File: src/rtl/dac_start_sequencer_pkg.sv
// Shared types for the DAC start sequencer: state codes, ctrl bit indices, status layout.
// Pure declarations; no latency. No backpressure.
// Status packing lives here so software-facing bit positions are defined once.
package dac_seq_pkg;

  typedef enum logic [2:0] {
    ST_IDLE      = 3'd0,
    ST_RESET     = 3'd1,
    ST_WAIT_LOCK = 3'd2,
    ST_SYNC      = 3'd3,
    ST_RUN       = 3'd4,
    ST_FAULT     = 3'd5
  } seq_state_t;

  localparam int START_BIT = 0;
  localparam int STOP_BIT  = 1;

  localparam int STAT_STATE_LSB     = 0;
  localparam int STAT_ERR_TIMEOUT   = 3;
  localparam int STAT_ERR_LOCKLOSS  = 4;
  localparam int STAT_START_CNT_LSB = 8;
  localparam int STAT_LOCK_WAIT_LSB = 16;

  function automatic logic [31:0] pack_status(input seq_state_t st,
                                              input logic err_timeout,
                                              input logic err_lockloss,
                                              input logic [7:0] start_cnt,
                                              input logic [15:0] lock_wait);
    logic [31:0] w;
    w = '0;
    w[STAT_STATE_LSB +: 3]      = st;
    w[STAT_ERR_TIMEOUT]         = err_timeout;
    w[STAT_ERR_LOCKLOSS]        = err_lockloss;
    w[STAT_START_CNT_LSB +: 8]  = start_cnt;
    w[STAT_LOCK_WAIT_LSB +: 16] = lock_wait;
    return w;
  endfunction

endpackage

File: src/rtl/dac_start_sequencer_if.sv
// Control/status bundle between the software register side and the DAC sequencer.
// Wires only; no latency. No backpressure: ctrl_word is a level, status is always valid.
// master = register/board side, slave = sequencer.
interface dac_start_sequencer_if;
  logic [31:0] ctrl_word;
  logic        dac_locked;
  logic        dac_rst;
  logic        dac_sync;
  logic        dac_run;
  logic        busy;
  logic [31:0] status;

  modport master (
    output ctrl_word, dac_locked,
    input  dac_rst, dac_sync, dac_run, busy, status
  );

  modport slave (
    input  ctrl_word, dac_locked,
    output dac_rst, dac_sync, dac_run, busy, status
  );
endinterface

File: src/rtl/dac_start_sequencer_sync_2ff.sv
// Generic two-flop single-bit synchroniser with asynchronous active-high reset.
// Latency: 2 clk cycles. No backpressure.
// Only for level signals; pulses shorter than a clock period may be lost.
module sync_2ff (
  input  logic clk,
  input  logic rst,
  input  logic d,
  output logic q
);

  logic meta;

  always_ff @(posedge clk or posedge rst) begin
    if (rst) begin
      meta <= 1'b0;
      q    <= 1'b0;
    end else begin
      meta <= d;
      q    <= meta;
    end
  end

endmodule

File: src/rtl/dac_start_sequencer.sv
// Turns the startDAC control word into a timed DAC bring-up: reset, wait-for-lock, sync, run.
// Latency: start edge sampled at edge n -> dac_rst from cycle n+1; lock seen 2 cycles late.
// No backpressure: ctrl_word is sampled every cycle, stop overrides everything.
module dac_start_sequencer
  import dac_seq_pkg::*;
#(
  parameter int RST_CYCLES   = 16,
  parameter int SYNC_CYCLES  = 4,
  parameter int LOCK_TIMEOUT = 4096,
  parameter int CNT_W        = 16
) (
  input  logic                  user_clk,
  input  logic                  user_rst,
  dac_start_sequencer_if.slave  bus
);

  localparam logic [CNT_W-1:0] RST_LAST  = CNT_W'(RST_CYCLES - 1);
  localparam logic [CNT_W-1:0] SYNC_LAST = CNT_W'(SYNC_CYCLES - 1);
  localparam logic [CNT_W-1:0] TO_LAST   = CNT_W'(LOCK_TIMEOUT - 1);

  seq_state_t       state, nxt_state;
  logic [CNT_W-1:0] cnt, nxt_cnt, cnt_inc;
  logic             err_timeout, nxt_err_timeout;
  logic             err_lockloss, nxt_err_lockloss;
  logic [7:0]       start_cnt, nxt_start_cnt;
  logic [15:0]      lock_wait, nxt_lock_wait;
  logic             start_prev, start_rise, stop, lock_s;
  logic             ctrl_unused;

  sync_2ff u_lock_sync (
    .clk (user_clk),
    .rst (user_rst),
    .d   (bus.dac_locked),
    .q   (lock_s)
  );

  assign start_rise  = bus.ctrl_word[START_BIT] & ~start_prev;
  assign stop        = bus.ctrl_word[STOP_BIT];
  assign ctrl_unused = ^bus.ctrl_word[31:STOP_BIT+1];
  assign cnt_inc     = (cnt == '1) ? cnt : cnt + CNT_W'(1);

  always_comb begin
    nxt_state        = state;
    nxt_cnt          = cnt;
    nxt_err_timeout  = err_timeout;
    nxt_err_lockloss = err_lockloss;
    nxt_start_cnt    = start_cnt;
    nxt_lock_wait    = lock_wait;
    if (stop) begin
      nxt_state        = ST_IDLE;
      nxt_cnt          = '0;
      nxt_err_timeout  = 1'b0;
      nxt_err_lockloss = 1'b0;
    end else begin
      case (state)
        ST_IDLE: begin
          if (start_rise) begin
            nxt_state     = ST_RESET;
            nxt_cnt       = '0;
            nxt_start_cnt = start_cnt + 8'd1;
          end
        end
        ST_RESET: begin
          if (cnt == RST_LAST) begin
            nxt_state = ST_WAIT_LOCK;
            nxt_cnt   = '0;
          end else begin
            nxt_cnt = cnt_inc;
          end
        end
        ST_WAIT_LOCK: begin
          // Lock is checked first so a lock arriving on the last allowed cycle still wins.
          if (lock_s) begin
            nxt_state     = ST_SYNC;
            nxt_cnt       = '0;
            nxt_lock_wait = 16'(cnt);
          end else if (cnt == TO_LAST) begin
            nxt_state       = ST_FAULT;
            nxt_cnt         = '0;
            nxt_err_timeout = 1'b1;
          end else begin
            nxt_cnt = cnt_inc;
          end
        end
        ST_SYNC: begin
          if (cnt == SYNC_LAST) begin
            nxt_state = ST_RUN;
            nxt_cnt   = '0;
          end else begin
            nxt_cnt = cnt_inc;
          end
        end
        ST_RUN: begin
          if (!lock_s) begin
            nxt_state        = ST_FAULT;
            nxt_err_lockloss = 1'b1;
          end
        end
        ST_FAULT: begin
          if (start_rise) begin
            nxt_state        = ST_RESET;
            nxt_cnt          = '0;
            nxt_err_timeout  = 1'b0;
            nxt_err_lockloss = 1'b0;
          end
        end
        default: begin
          nxt_state = ST_IDLE;
          nxt_cnt   = '0;
        end
      endcase
    end
  end

  // Outputs and status are registered from the next state so they line up with the state register.
  always_ff @(posedge user_clk or posedge user_rst) begin
    if (user_rst) begin
      state        <= ST_IDLE;
      cnt          <= '0;
      err_timeout  <= 1'b0;
      err_lockloss <= 1'b0;
      start_cnt    <= 8'd0;
      lock_wait    <= 16'd0;
      start_prev   <= 1'b0;
      bus.dac_rst  <= 1'b0;
      bus.dac_sync <= 1'b0;
      bus.dac_run  <= 1'b0;
      bus.busy     <= 1'b0;
      bus.status   <= 32'd0;
    end else begin
      state        <= nxt_state;
      cnt          <= nxt_cnt;
      err_timeout  <= nxt_err_timeout;
      err_lockloss <= nxt_err_lockloss;
      start_cnt    <= nxt_start_cnt;
      lock_wait    <= nxt_lock_wait;
      start_prev   <= bus.ctrl_word[START_BIT];
      bus.dac_rst  <= (nxt_state == ST_RESET);
      bus.dac_sync <= (nxt_state == ST_SYNC);
      bus.dac_run  <= (nxt_state == ST_RUN);
      bus.busy     <= (nxt_state == ST_RESET) || (nxt_state == ST_WAIT_LOCK) ||
                      (nxt_state == ST_SYNC);
      bus.status   <= pack_status(nxt_state, nxt_err_timeout, nxt_err_lockloss,
                                  nxt_start_cnt, nxt_lock_wait);
    end
  end

endmodule

File: src/flat_wrapper.sv
// flat-port wrapper written by rule: the top's interface ports become plain ports
module dac_start_sequencer_flat import dac_seq_pkg::*;
#(
  parameter int RST_CYCLES   = 16,
  parameter int SYNC_CYCLES  = 4,
  parameter int LOCK_TIMEOUT = 4096,
  parameter int CNT_W        = 16
)
  (user_clk, user_rst, bus_ctrl_word, bus_dac_locked, bus_dac_rst, bus_dac_sync, bus_dac_run, bus_busy, bus_status);
  dac_start_sequencer_if bus_i ();
  input  logic user_clk;
  input  logic user_rst;
  input wire logic [$bits(bus_i.ctrl_word)-1:0] bus_ctrl_word;
  input wire logic [$bits(bus_i.dac_locked)-1:0] bus_dac_locked;
  output wire logic [$bits(bus_i.dac_rst)-1:0] bus_dac_rst;
  output wire logic [$bits(bus_i.dac_sync)-1:0] bus_dac_sync;
  output wire logic [$bits(bus_i.dac_run)-1:0] bus_dac_run;
  output wire logic [$bits(bus_i.busy)-1:0] bus_busy;
  output wire logic [$bits(bus_i.status)-1:0] bus_status;
  assign bus_i.ctrl_word = bus_ctrl_word;
  assign bus_i.dac_locked = bus_dac_locked;
  assign bus_dac_rst = bus_i.dac_rst;
  assign bus_dac_sync = bus_i.dac_sync;
  assign bus_dac_run = bus_i.dac_run;
  assign bus_busy = bus_i.busy;
  assign bus_status = bus_i.status;
  dac_start_sequencer #(.RST_CYCLES(RST_CYCLES), .SYNC_CYCLES(SYNC_CYCLES), .LOCK_TIMEOUT(LOCK_TIMEOUT), .CNT_W(CNT_W)) u_core (.user_clk(user_clk), .user_rst(user_rst), .bus(bus_i));
endmodule
File: config.mk
export PLATFORM = sky130hd
export DESIGN_NAME = dac_start_sequencer_flat
export DESIGN_NICKNAME = d
export VERILOG_FILES = /design/src/rtl/dac_start_sequencer_pkg.sv /design/src/rtl/dac_start_sequencer_if.sv /design/src/rtl/dac_start_sequencer_sync_2ff.sv /design/src/rtl/dac_start_sequencer.sv /design/src/flat_wrapper.sv
export SDC_FILE = /design/constraint.sdc
export NUM_CORES = 1
export LEC_CHECK = 0
export ABC_AREA = 0
export BUFFER_PORTS_ARGS = -buffer_cell sky130_fd_sc_hd__buf_2
export CORE_UTILIZATION = 47
export CTS_CLUSTER_DIAMETER = 120
export DETAILED_ROUTE_END_ITERATION = 7
export PLACE_DENSITY = 0.76
export SLEW_MARGIN = 20
export SYNTH_ARGS = -nofsm -noshare
export SYNTH_HDL_FRONTEND = slang
export SYNTH_SLANG_ARGS = --single-unit
File: constraint.sdc
create_clock -name user_clk -period 2.3 [get_ports user_clk]
set_input_delay 0.23 -clock user_clk [delete_from_list [all_inputs] [get_ports user_clk]]
set_output_delay 0.23 -clock user_clk [all_outputs]
set_load 0.02 [all_outputs]
==> results.ini <==
[route]
dr.pass1.iters=4
drc=0
wl_per_cell_um=14.20
ant_nets=0
wirelength_mm=5.425
vias=2180
vias_per_cell=5.707
drt-initial-drc-count=101

[floorplan]
core_um2=5205
io_pins=71
placementRows=26
die_w_um=76.43
die_y_um=76.43
start_util_pct=50.02
die-area_um2=5842

[sta]
timing.fmax_mhz=440.2
final-setup-viol-count=0
finalCritPeriodShare_pct=98.77
drv_slew=0
hold_viol_final=0
fin_hold_ws_ps=33.03
rsz0062_at_grt=yes
slew_headroom_pct=59.60
layout_setup_ws_ps=28.35
tns_ps=0
worst_slew_pin_slew_ps=601.3
fin_skew_ps=6.285
post-route-min-period_ps=2272

[run]
maxCapViolations=0

[placement]
place_congestion=0.9165
hpwl_mm=4.053
dp_slack_ps=-21.64
place.port_buffers=37

[grt]
overflow=0
grt_usage_pct=20.64
antenna_found_initial=0
grt_pass1_wl_mm=9.680
grt_pass1_vias=2076
grt_max_degree=23

[status]
status=finished, final reports clean

[worst_setup_path]
ff2ff_path_depth=6
startpoint_type=register
crit_path_end_kind=register
worstPathMaxFanout=12
cp_slowest_cell=or4_4
path_cells=or4_4 > or4_4 > a32o_2 > nor3_4 > buf_12 > a21oi_1
crit_path_max_incr_delay_ps=550
path_class=reg -> reg
crit_arrival_ps=2460
path_common_cell=or4_4
r2r-end=u_core.cnt[6]$_DFFE_PP0P_
required_ps=2490
regToRegSetupSlack_ps=30
r2r_start=u_core.cnt[15]$_DFFE_PP0P_

[yosys]
yosysWarnings=0
ys_seq_area_share_pct=49.98
synthDistinctLibCells=45
synthCells=258
netlist_area_um2=2604
avgSynthCellArea_um2=10.09
ys_ff_latch=52

[clock_tree]
cts_max_level=2
cts_tree=built
cts_sinks=52
cts_root_buf=clkbuf_8
path_clk_slew_ps=90
cts_setup_buffers=0
clockBufferDepth=2
clock_latency_ps=310
numCtsBuffers=5

[hold_path]
hp-class=in -> reg
hold_path_end=u_core.u_lock_sync.meta$_DFF_PP0_
min_path_cells=1
hold_path.startpoint=bus_dac_locked

[final_layout]
n_antenna_cell=0
drive_gt1_share_pct=28.53
nNetsFinal=348
syn_to_final_growth_pct=19.13
fill_cells=461

[power]
ir_drop_v=0.0004260
power_per_cell_area_nw_per_um2=612.6
p_leak_nw=1.474

-- metal layers --
metal | up-vias | track usage (%) | part of all wire [%]
li1 | 1036 | - | -
met1 | 1073 | 27.09 | 45
met2 | 64 | 34.32 | 49
met3 | 7 | 3.832 | 5.0
met4 | 0 | 6.923 | 1.0
met5 | - | 0 | 0
-- critical path: cells and delay by family (launching register included) --
family | cells | cell delay, ps
AO/OA/AOI/OAI | 2 | 350
AND/OR/NAND/NOR | 3 | 1250
flip-flops | 1 | 390
buffers and inverters | 1 | 160
-- synthesized netlist by cell type (all sizes together) --
library cell	number	area, um^2
o41ai	1	8.760
nor2	16	62.56
conb	1	3.750
clkbuf	10	37.54
nand3b	1	7.510
a32o	1	10.01
nand2b	4	25.02
xnor2	6	52.55
mux2i	1	10.01
nand4	8	50.05
a31oi	3	18.77
buf	7	60.06
maj3	1	10.01
o22ai	1	6.260
a21o	3	22.52
and2	5	32.53
and4	3	26.28
o21a	1	7.510
a211oi	1	7.510
nor4b	1	8.760
o2bb2ai	1	8.760
inv	7	26.28
nor3b	2	15.01
nor3	7	46.30
o31ai	9	67.56
mux2	13	146.4
and3	3	18.77
nand3	7	35.03
nor2b	3	18.77
o21ai	17	85.08
nor4	6	37.54
or4	9	75.07
or3	4	25.02
a21oi	13	65.06
a22oi	4	30.03
ha	2	25.02
o211ai	1	7.510
nand2	20	75.07
dfrtp	52	1301
xor2	3	26.28
-- what timing repair did --
item                                    4_1_cts  5_1_grt
endpoints found under the setup margin       12       12
pin swaps                                     1        0
hold endpoints to repair                     13        0
hold buffers                                  1        0
resized for setup                             0        1
-- per-stage QoR --
stage                     instance area, um^2  total power (W)  cells  utilization, %
after floorplan                          2613         0.001191    260               -
after global placement                   2973         0.001275    373           57.12
after detailed placement                 2973         0.001285    373           57.12
after CTS                                3098         0.001922    382           59.52
after global routing                     3102         0.001993    382           59.59
final                                    3102         0.001900    382           59.59
-- cell usage in the layout, fill, tap and decap left out, types with 7 or more instances in the layout --
master,synthesis,final
nand2_1,20,20
dfrtp_1,52,52
or4_1,7,7
nand4_1,8,8
o21ai_0,17,17
o31ai_1,9,9
buf_4,5,22
nor2_1,15,15
nand3_1,7,7
a21oi_1,13,12
buf_2,0,37
mux2_2,13,13
-- kinds of logic (layout without fill, tap and decap cells) --
kind of cell	count (synthesis)	in the layout	share of synthesized area [%]
other cells	1	3	0.1440
fa+ha+maj	3	3	1.345
mux	14	14	6.007
compound gates	56	56	13.26
xor+xnor	9	9	3.028
simple gates	99	99	21.48
flops	52	52	49.98
buf+inv	24	76	4.758
-- flip-flops by register name (all words and copies together), names as in the netlist, 2 cells and up --
signal / count
u_core.bus.status: 5
u_core.cnt: 16
u_core.lock_wait: 15
u_core.state: 2
u_core.start_cnt: 7
-- cell type report --
class	count	area [um^2]	area share, %
inverters	7	26.28	0.8471
clock inverters	3	46.29	1.493
repair buffers	61	380.4	12.26
well taps	70	87.58	2.824
multi-input cells	184	1191	38.40
clock buffers	5	68.82	2.219
flip-flops and latches	52	1301	41.95
-- power breakdown --
group,internal [W],leakage (nW),switching [W]
logic,0.000102,0.708,0.000162
clock network,0.000328,0.0548,0.000307
registers,0.000957,0.711,0.0000443
total,0.00139,1.47,0.000513
-- worst max-delay path by stage --
stage	start	depth (start not counted)	slack, ps	endpoint
after detailed placement	u_core.cnt[15]$_DFFE_PP0P_	6	-20	u_core.cnt[4]$_DFFE_PP0P_
after floorplan	u_core.cnt[15]$_DFFE_PP0P_	6	10	u_core.cnt[8]$_DFFE_PP0P_
final	u_core.cnt[15]$_DFFE_PP0P_	6	30	u_core.cnt[6]$_DFFE_PP0P_
after global routing	u_core.cnt[15]$_DFFE_PP0P_	6	-40	u_core.cnt[6]$_DFFE_PP0P_
after CTS	u_core.cnt[15]$_DFFE_PP0P_	6	30	u_core.cnt[6]$_DFFE_PP0P_
after global placement	u_core.cnt[15]$_DFFE_PP0P_	6	-2	u_core.cnt[6]$_DFFE_PP0P_
Power figures use the tool's default switching activity.
